[src/rtl/cache_refill_ctrl_if.sv]
// Signal bundle for cache_refill_ctrl: miss handshake, PULPino req/gnt/rvalid data bus and cache-memory write port.
// master = refill controller side, slave = lookup FSM / bus / cache memory side.
interface cache_refill_ctrl_if #(
  parameter int WAY_COUNT      = 2,
  parameter int SET_COUNT      = 64,
  parameter int WAY_WORD_COUNT = 4
);
  localparam int WAY_W  = $clog2(WAY_COUNT);
  localparam int SET_W  = $clog2(SET_COUNT);
  localparam int WI     = $clog2(WAY_WORD_COUNT);
  localparam int TAG_W  = 32 - WI - 2 - SET_W;
  localparam int LINE_W = 32 * WAY_WORD_COUNT;

  logic                      miss_valid_i;
  logic [31:0]               miss_addr_i;
  logic                      miss_ready_o;
  logic                      refill_done_o;
  logic [WAY_W-1:0]          refill_way_o;

  logic                      mem_req_o;
  logic [31:0]               mem_addr_o;
  logic                      mem_gnt_i;
  logic                      mem_rvalid_i;
  logic [31:0]               mem_rdata_i;

  logic [SET_W-1:0]          cm_set_o;
  logic [WAY_W-1:0]          cm_way_o;
  logic                      cm_enable_o;
  logic                      cm_write_enable_o;
  logic                      cm_line_valid_o;
  logic [TAG_W-1:0]          cm_line_tag_o;
  logic [LINE_W-1:0]         cm_line_o;
  logic [WAY_WORD_COUNT-1:0] cm_line_ww_enable_o;
  logic [WAY_COUNT-1:0]      cm_line_valid_i;

  modport master (
    input  miss_valid_i, miss_addr_i, mem_gnt_i, mem_rvalid_i, mem_rdata_i, cm_line_valid_i,
    output miss_ready_o, refill_done_o, refill_way_o, mem_req_o, mem_addr_o,
           cm_set_o, cm_way_o, cm_enable_o, cm_write_enable_o, cm_line_valid_o,
           cm_line_tag_o, cm_line_o, cm_line_ww_enable_o
  );

  modport slave (
    output miss_valid_i, miss_addr_i, mem_gnt_i, mem_rvalid_i, mem_rdata_i, cm_line_valid_i,
    input  miss_ready_o, refill_done_o, refill_way_o, mem_req_o, mem_addr_o,
           cm_set_o, cm_way_o, cm_enable_o, cm_write_enable_o, cm_line_valid_o,
           cm_line_tag_o, cm_line_o, cm_line_ww_enable_o
  );
endinterface

[src/rtl/cache_refill_ctrl.sv]
// Cache line refill: picks a victim way, fetches the line word by word, writes tag/valid/line in one cycle.
// Optional macro CACHE_REFILL_CRITICAL_WORD_FIRST_EN starts the fetch at the missed word and wraps.
module cache_refill_ctrl #(
  parameter int WAY_COUNT      = 2,
  parameter int SET_COUNT      = 64,
  parameter int WAY_WORD_COUNT = 4
) (
  input  logic                clk,
  input  logic                reset,
  cache_refill_ctrl_if.master bus,
  output logic [2:0]          dbg_state
);
  localparam int WAY_W  = $clog2(WAY_COUNT);
  localparam int SET_W  = $clog2(SET_COUNT);
  localparam int WI     = $clog2(WAY_WORD_COUNT);
  localparam int LA_W   = 32 - WI - 2;
  localparam int TAG_W  = LA_W - SET_W;
  localparam int LINE_W = 32 * WAY_WORD_COUNT;

  // Handshakes: a miss is taken on miss_valid_i && miss_ready_o; a bus word is requested
  // on mem_req_o && mem_gnt_i and completes on the next mem_rvalid_i (one transfer in flight).
  typedef enum logic [2:0] {S_IDLE, S_VICTIM, S_REQ, S_WAIT, S_WRITE} state_t;

  state_t            state, state_next;
  logic [LA_W-1:0]   line_addr;
  logic [WI-1:0]     start_idx, word_idx, word_cnt;
  logic [WAY_W-1:0]  rr_ptr, victim, free_way;
  logic              free_found;
  logic [LINE_W-1:0] line_buf;
  logic              unused_addr_bits;

`ifdef CACHE_REFILL_CRITICAL_WORD_FIRST_EN
  logic [WI-1:0] miss_word;

  always_ff @(posedge clk or posedge reset) begin
    if (reset) begin
      miss_word <= '0;
    end else if (state == S_IDLE && bus.miss_valid_i) begin
      miss_word <= bus.miss_addr_i[WI+1:2];
    end
  end

  assign start_idx        = miss_word;
  assign unused_addr_bits = ^bus.miss_addr_i[1:0];
`else
  assign start_idx        = '0;
  assign unused_addr_bits = ^bus.miss_addr_i[WI+1:0];
`endif

  // Lowest-index invalid way; the round-robin pointer only matters when the set is full.
  always_comb begin
    free_found = 1'b0;
    free_way   = '0;
    for (int i = WAY_COUNT - 1; i >= 0; i--) begin
      if (!bus.cm_line_valid_i[i]) begin
        free_found = 1'b1;
        free_way   = WAY_W'(i);
      end
    end
  end

  always_ff @(posedge clk or posedge reset) begin
    if (reset) begin
      state     <= S_IDLE;
      line_addr <= '0;
      rr_ptr    <= '0;
      victim    <= '0;
      word_idx  <= '0;
      word_cnt  <= '0;
      line_buf  <= '0;
    end else begin
      state <= state_next;
      case (state)
        S_IDLE: begin
          if (bus.miss_valid_i) line_addr <= bus.miss_addr_i[31:WI+2];
        end
        S_VICTIM: begin
          victim   <= free_found ? free_way : rr_ptr;
          if (!free_found) rr_ptr <= rr_ptr + 1'b1;
          word_idx <= start_idx;
          word_cnt <= '0;
        end
        S_WAIT: begin
          if (bus.mem_rvalid_i) begin
            for (int k = 0; k < WAY_WORD_COUNT; k++) begin
              if (word_idx == WI'(k)) line_buf[k*32 +: 32] <= bus.mem_rdata_i;
            end
            word_idx <= word_idx + 1'b1;
            word_cnt <= word_cnt + 1'b1;
          end
        end
        default: ;
      endcase
    end
  end

  always_comb begin
    state_next              = state;
    bus.miss_ready_o        = 1'b0;
    bus.mem_req_o           = 1'b0;
    bus.cm_enable_o         = 1'b0;
    bus.cm_write_enable_o   = 1'b0;
    bus.cm_line_valid_o     = 1'b0;
    bus.cm_line_ww_enable_o = '0;
    bus.refill_done_o       = 1'b0;
    bus.refill_way_o        = '0;
    case (state)
      S_IDLE: begin
        bus.miss_ready_o = 1'b1;
        if (bus.miss_valid_i) state_next = S_VICTIM;
      end
      S_VICTIM: begin
        bus.cm_enable_o = 1'b1;
        state_next      = S_REQ;
      end
      S_REQ: begin
        bus.mem_req_o = 1'b1;
        if (bus.mem_gnt_i) state_next = S_WAIT;
      end
      S_WAIT: begin
        if (bus.mem_rvalid_i) begin
          state_next = (word_cnt == WI'(WAY_WORD_COUNT - 1)) ? S_WRITE : S_REQ;
        end
      end
      S_WRITE: begin
        bus.cm_enable_o         = 1'b1;
        bus.cm_write_enable_o   = 1'b1;
        bus.cm_line_valid_o     = 1'b1;
        bus.cm_line_ww_enable_o = '1;
        bus.refill_done_o       = 1'b1;
        bus.refill_way_o        = victim;
        state_next              = S_IDLE;
      end
      default: state_next = S_IDLE;
    endcase
  end

  assign bus.mem_addr_o    = {line_addr, word_idx, 2'b00};
  assign bus.cm_set_o      = line_addr[SET_W-1:0];
  assign bus.cm_line_tag_o = line_addr[LA_W-1:SET_W];
  assign bus.cm_way_o      = victim;
  assign bus.cm_line_o     = line_buf;
  assign dbg_state         = state;
endmodule

[src/flat_wrapper.sv]
// flat-port wrapper written by rule: the top's interface ports become plain ports
module cache_refill_ctrl_flat 
#(
  parameter int WAY_COUNT      = 2,
  parameter int SET_COUNT      = 64,
  parameter int WAY_WORD_COUNT = 4
)
  (clk, reset, dbg_state, bus_miss_valid_i, bus_miss_addr_i, bus_mem_gnt_i, bus_mem_rvalid_i, bus_mem_rdata_i, bus_cm_line_valid_i, bus_miss_ready_o, bus_refill_done_o, bus_refill_way_o, bus_mem_req_o, bus_mem_addr_o, bus_cm_set_o, bus_cm_way_o, bus_cm_enable_o, bus_cm_write_enable_o, bus_cm_line_valid_o, bus_cm_line_tag_o, bus_cm_line_o, bus_cm_line_ww_enable_o);
  cache_refill_ctrl_if #(.WAY_COUNT(WAY_COUNT), .SET_COUNT(SET_COUNT), .WAY_WORD_COUNT(WAY_WORD_COUNT)) bus_i ();
  input  logic clk;
  input  logic reset;
  output logic [2:0] dbg_state;
  input wire logic [$bits(bus_i.miss_valid_i)-1:0] bus_miss_valid_i;
  input wire logic [$bits(bus_i.miss_addr_i)-1:0] bus_miss_addr_i;
  input wire logic [$bits(bus_i.mem_gnt_i)-1:0] bus_mem_gnt_i;
  input wire logic [$bits(bus_i.mem_rvalid_i)-1:0] bus_mem_rvalid_i;
  input wire logic [$bits(bus_i.mem_rdata_i)-1:0] bus_mem_rdata_i;
  input wire logic [$bits(bus_i.cm_line_valid_i)-1:0] bus_cm_line_valid_i;
  output wire logic [$bits(bus_i.miss_ready_o)-1:0] bus_miss_ready_o;
  output wire logic [$bits(bus_i.refill_done_o)-1:0] bus_refill_done_o;
  output wire logic [$bits(bus_i.refill_way_o)-1:0] bus_refill_way_o;
  output wire logic [$bits(bus_i.mem_req_o)-1:0] bus_mem_req_o;
  output wire logic [$bits(bus_i.mem_addr_o)-1:0] bus_mem_addr_o;
  output wire logic [$bits(bus_i.cm_set_o)-1:0] bus_cm_set_o;
  output wire logic [$bits(bus_i.cm_way_o)-1:0] bus_cm_way_o;
  output wire logic [$bits(bus_i.cm_enable_o)-1:0] bus_cm_enable_o;
  output wire logic [$bits(bus_i.cm_write_enable_o)-1:0] bus_cm_write_enable_o;
  output wire logic [$bits(bus_i.cm_line_valid_o)-1:0] bus_cm_line_valid_o;
  output wire logic [$bits(bus_i.cm_line_tag_o)-1:0] bus_cm_line_tag_o;
  output wire logic [$bits(bus_i.cm_line_o)-1:0] bus_cm_line_o;
  output wire logic [$bits(bus_i.cm_line_ww_enable_o)-1:0] bus_cm_line_ww_enable_o;
  assign bus_i.miss_valid_i = bus_miss_valid_i;
  assign bus_i.miss_addr_i = bus_miss_addr_i;
  assign bus_i.mem_gnt_i = bus_mem_gnt_i;
  assign bus_i.mem_rvalid_i = bus_mem_rvalid_i;
  assign bus_i.mem_rdata_i = bus_mem_rdata_i;
  assign bus_i.cm_line_valid_i = bus_cm_line_valid_i;
  assign bus_miss_ready_o = bus_i.miss_ready_o;
  assign bus_refill_done_o = bus_i.refill_done_o;
  assign bus_refill_way_o = bus_i.refill_way_o;
  assign bus_mem_req_o = bus_i.mem_req_o;
  assign bus_mem_addr_o = bus_i.mem_addr_o;
  assign bus_cm_set_o = bus_i.cm_set_o;
  assign bus_cm_way_o = bus_i.cm_way_o;
  assign bus_cm_enable_o = bus_i.cm_enable_o;
  assign bus_cm_write_enable_o = bus_i.cm_write_enable_o;
  assign bus_cm_line_valid_o = bus_i.cm_line_valid_o;
  assign bus_cm_line_tag_o = bus_i.cm_line_tag_o;
  assign bus_cm_line_o = bus_i.cm_line_o;
  assign bus_cm_line_ww_enable_o = bus_i.cm_line_ww_enable_o;
  cache_refill_ctrl #(.WAY_COUNT(WAY_COUNT), .SET_COUNT(SET_COUNT), .WAY_WORD_COUNT(WAY_WORD_COUNT)) u_core (.clk(clk), .reset(reset), .bus(bus_i), .dbg_state(dbg_state));
endmodule
[config.mk]
export PLATFORM = sky130hd
export DESIGN_NAME = cache_refill_ctrl_flat
export DESIGN_NICKNAME = d
export VERILOG_FILES = /design/src/rtl/cache_refill_ctrl_if.sv /design/src/rtl/cache_refill_ctrl.sv /design/src/flat_wrapper.sv
export SDC_FILE = /design/constraint.sdc
export NUM_CORES = 1
export LEC_CHECK = 0
export ABC_CLOCK_PERIOD_IN_PS = 13260
export CAP_MARGIN = 10
export CORE_MARGIN = 2
export CORE_UTILIZATION = 35
export DETAILED_ROUTE_END_ITERATION = 12
export HOLD_SLACK_MARGIN = 0.03
export PLACE_DENSITY = 0.68
export SYNTH_ARGS = -nofsm -noshare
export SYNTH_HDL_FRONTEND = slang
export SYNTH_SLANG_ARGS = --single-unit
[constraint.sdc]
create_clock -name clk -period 13.26 [get_ports clk]
set_input_delay 3.315 -clock clk [delete_from_list [all_inputs] [get_ports clk]]
set_output_delay 3.315 -clock clk [all_outputs]
set_load 0.01 [all_outputs]
* Yosys cells after proc, flatten, opt, wreduce, memory -nomap -nowiden
Index checks and enable logic that the tools add are counted.
** Cells by class
- Add/subtract/negate cells :: 3
- Equality and inequality tests :: 11
- Muxes and demuxes :: 19
- Bitwise logic cells :: 1
- Reduce and logical (&&, ||, !) cells :: 12
** Operators with widths (count)
- $reduce_and 3->1 :: 5
- $mux 3 :: 4
- $pmux 3 s4 :: 1
- $mux 1 :: 9
- $pmux 2 s2 :: 2
- $eq 2x2->1 const B :: 3
- $eq 3x2->1 const B :: 2
- $ne 2x2->1 const B :: 3
- $reduce_and 2->1 :: 3
- $add 2x1->2 const B :: 2
- $mux 2 :: 2
- $mux 4 :: 1
- $eq 3x1->1 const B :: 1
- $eq 3x3->1 const B :: 1
- $logic_not 3->1 :: 1
- $eq 2x1->1 const B :: 1
- $logic_not 2->1 :: 1
- $reduce_bool 2->1 :: 1
- $reduce_or 2->1 :: 1
- $add 1x1->1 const B :: 1
- $not 1->1 :: 1
** Word-level totals
- Register bits :: 165
- Input bits :: 71
- Logic and storage cells :: 56

* Depth between registers and ports, before layout
- Depth in word-level cells :: 4
- Mapped depth :: 6

* Worst setup path before layout
OpenSTA, ideal clock, no wires.
- Path type :: register to output
- Start :: reg u_core.state[1] (netlist: u_core.dbg_state[1])
- End :: out bus_cm_line_ww_enable_o[0]
- Arrival time :: 1231 ps
- Slack :: 8714 ps
- Stages on the path, launching flop included :: 5
- Path buffers :: 2
- Cells stage by stage :: dfrtp_1 -> clkbuf_1 -> nor2_1 -> and2_1 -> buf_4
** Between the ends
- Cells in the longest elaborated chain, start to end :: 2
** Ends and longest elaborated chain
- start, declared :: RTL line cache_refill_ctrl.sv:24 : state_t state, state_next;
- start signal, assigned :: RTL line cache_refill_ctrl.sv:72 : state <= state_next;
- $eq 3x3->1 :: RTL line cache_refill_ctrl.sv:107 : case (state)
- $mux 4 :: RTL line cache_refill_ctrl.sv:107
- end, declared :: RTL line flat_wrapper.sv:31 : output wire logic [$bits(bus_i.cm_line_ww_enable_o)-1:0] bus_cm_line_ww_enable_o;
No other way between the ends.

* Worst setup path after layout
- Start :: reg u_core.state[2] (netlist: u_core.dbg_state[2])
- End :: out bus_cm_enable_o
** Between the ends
- Cells in the longest elaborated chain, start to end :: 3
- Elaborated cells between the ends (all ways) :: 4
** Ends and longest elaborated chain
- $eq 3x3->1 or $eq 3x1->1 (tied branches) :: RTL line cache_refill_ctrl.sv:107
- $reduce_or 2->1 (no source line) *
- $mux 1 * :: RTL line cache_refill_ctrl.sv:107
- end, declared :: RTL line flat_wrapper.sv:26 : output wire logic [$bits(bus_i.cm_enable_o)-1:0] bus_cm_enable_o;
Mark *: on every way between the ends. The rest lies on a longest branch, timed or not.

==> qor.csv <==
metric;value;unit
grt_max_degree;98;
powerDensity;260.1;nW/um^2
area_growth_syn_to_layout;48.68;%
routed_via_density;4.704;
netlist_instances;426;
setup_viol_count_final;0;
clock.fmax;0.1878;GHz
number_of_flops_mapped_to_enable_cells_by_yosys;0;
area_used_by_multi_input_combinational_logic;2053;um^2
synth_top_area_frac;0.6265;
unrepaired_setup_endpoints_after_global_routing;no;
cell_internal_power_dissipation;0.001774;W
grt_util_met1;0.1940;
cell_area_synth;6590;um^2
via_count;4271;
nets;737;
dp_hpwl;11.39;mm
tightestPinTransition;998.7;ps
routedWlPerCell;17.87;um
worstPathArrival;2010;ps
groute.usage.overall;0.1658;
initialDrtViolationCount;144;
cts_root_buffer;sky130_fd_sc_hd__clkbuf_16;
wl;16.23;mm
met2_layer_usage_reported_by_global_route;0.2948;
netlist_top_cells_area;sky130_fd_sc_hd__dfrtp_1 (63%), sky130_fd_sc_hd__mux2_2 (27%), sky130_fd_sc_hd__buf_4 (5.6%);
synth_commonest_cells;sky130_fd_sc_hd__dfrtp_1 (165), sky130_fd_sc_hd__mux2_2 (156), sky130_fd_sc_hd__buf_4 (49);
worstSetupEndpointType;output pin;
synth_flop_cell;sky130_fd_sc_hd__dfrtp_1;
grt_antenna_before_repair;0;
placeableCoreArea;18580;um^2
fin_tns_setup;0;ps
die-area;19940;um^2
finalCritPeriodShare;0.4015;
power_switching_share;0.3039;
cts_buffer_depth;2;
wire_length_of_the_first_global_routing_pass;25.46;mm
yosysTopAreaCell;sky130_fd_sc_hd__dfrtp_1;
synth_warnings;0;
hold_viol;0;
detail_route.first_pass.iterations;4;
synth_most_common_cell;sky130_fd_sc_hd__dfrtp_1;
num_io_pins;274;
drc;0;
clock_sinks;165;
synth.yosys.seq_area_share;0.6265;
cts.reportedPaths.clkPinSlew;60;ps
cts.hold.buffers_added;0;
comb_power_share;0.451;
clockPowerShare;0.194;
postRouteAntennaNets;0;
net-switching-power;0.0007747;W
peakVddDrop;136.1;uV
cts_max_level;4;
maxSlewViolCount;0;
routabilityCongestion;0.7088;
final_area;9798;um^2
clock_insertion_delay_at_the_later_pin_of_the_skew_report;410;ps
dpl_cell_area;9179;um^2
input_output_buffers;267;
post-route-min-period;5323;ps
path_class;reg -> out;
max-cap-violations;0;
finalClockSkew;5.086;ps
first_global_vias;4567;
worstPathRequired;9940;ps
cts_resized;0;
worst-path-max-fanout;11;
fin_ws;7937;ps
dp_worst_setup_slack;7702;ps
clock_tree_from_tritoncts;built;
status;completed;
post_cts.repair.setup_buffers;0;
min-delay-path-class;reg -> reg;
drive_gt1_frac;0.2878;
starting_utilization_of_the_core_area;0.3547;
n_fill_cell;1533;
total_leakage_power;4.192;nW
ff_latch_area;4129;um^2
distinct_cell_type_count_of_the_synthesized_netlist;26;
syn_area_per_cell;15.47;um^2
power.sequential.fraction;0.355;
postSynth.asyncResetShare;1.000;
ys_seq_elements;165;
startpoint_type;flip-flop;
cts_made_buffers;17;
die_w;141.2;um
maxSlewHeadroom;0.3318;
grt.met3_usage;0.04857;
grt_overflow_total;0;
floorplan.rows;50;
die_height;141.2;um
global_route.peak_usage_layer;met2;
antennaDiodeCount;0;
cells by family (layout without fill, tap and decap cells):
kind of cell    count (synthesis)  after routing  synth area share
fa+ha+maj                       5              5          0.009493
xor+xnor                        1              1          0.001329
flops                         165            165            0.6265
simple gates                   27             27           0.02088
buf+inv                        59            306           0.06398
mux                           157            157            0.2681
other cells                     1              2         0.0005690
compound gates                 11             11          0.009114
cells in the final DEF (no fill, tap or decap), drive strengths merged, types with 3 or more instances in the layout:
cell type / synthesis / final
nand2: 8 / 8
inv: 5 / 7
o21ai: 8 / 8
mux2: 156 / 156
clkinvlp: 0 / 4
dfrtp: 165 / 165
clkbuf: 2 / 22
nor2: 4 / 4
nor3: 3 / 3
ha: 5 / 5
clkdlybuf4s50: 0 / 267
state kept, by name, indices dropped and copies added (netlist names):
name / count
u_core.bus.cm_line_o: 128
u_core.word_idx: 2
u_core.word_cnt: 2
u_core.bus.cm_way_o: 1
u_core.dbg_state: 3
u_core.line_addr: 28
u_core.rr_ptr: 1
stage by stage:
step | cells | utilization | power [W] | hold WS, ps
floorplan | 427 | - | 0.001421 | 436.5
global placement | 875 | 0.4940 | 0.002040 | 455.5
detailed placement | 875 | 0.4940 | 0.002077 | 457.5
CTS | 907 | 0.5265 | 0.002582 | 470.3
global route | 908 | 0.5273 | 0.002692 | 487.0
finish | 908 | 0.5273 | 0.002549 | 465.7
metal layers:
layer / wire [um] / up-vias
met5: 0 / -
met4: 199 / 0
met3: 846 / 12
met2: 8585 / 131
met1: 6597 / 2197
li1: - / 1931
power by group through the flow:
stage / combinational, W / sequential (W) / clock, W
4_1_cts: 0.00117 / 0.000906 / 0.000509
6_report: 0.00115 / 0.000905 / 0.000494
2_1_floorplan: 0.000418 / 0.00100 / 0
5_1_grt: 0.00122 / 0.000935 / 0.000535
3_5_place_dp: 0.00116 / 0.000915 / 0
3_3_place_gp: 0.00114 / 0.000898 / 0
worst max-delay path: stages (launching register included):
cell and delay [ps]:
sky130_fd_sc_hd__dfrtp_1 480, sky130_fd_sc_hd__nand2b_1 320, sky130_fd_sc_hd__a21oi_1 230, sky130_fd_sc_hd__clkdlybuf4s50_1 570
path summary, 6_finish.rpt:
path                                     startpoint                        end  slack (ps)  cells past startpoint
worst min register to register        u_core.rr_ptr              u_core.rr_ptr         470                      1
worst max-delay path            u_core.dbg_state[2]            bus_cm_enable_o        7940                      3
worst min-delay path                  u_core.rr_ptr              u_core.rr_ptr         470                      1
max in group asynchronous                     reset   u_core.bus.cm_line_o[34]        8350                      3
min in group asynchronous                     reset  u_core.bus.cm_line_o[104]        3460                      2
worst max register to register  u_core.dbg_state[1]   u_core.bus.cm_line_o[17]       11000                      3
cell type report:
class | count | area share
multi-input combinational | 203 | 0.2096
inverter | 5 | 0.002426
tap | 234 | 0.02988
clock buffer | 22 | 0.04942
clock inverter | 10 | 0.01226
timing repair buffer | 269 | 0.2751
sequential | 165 | 0.4214
Note: power is estimated with default switching activity, not from simulation.
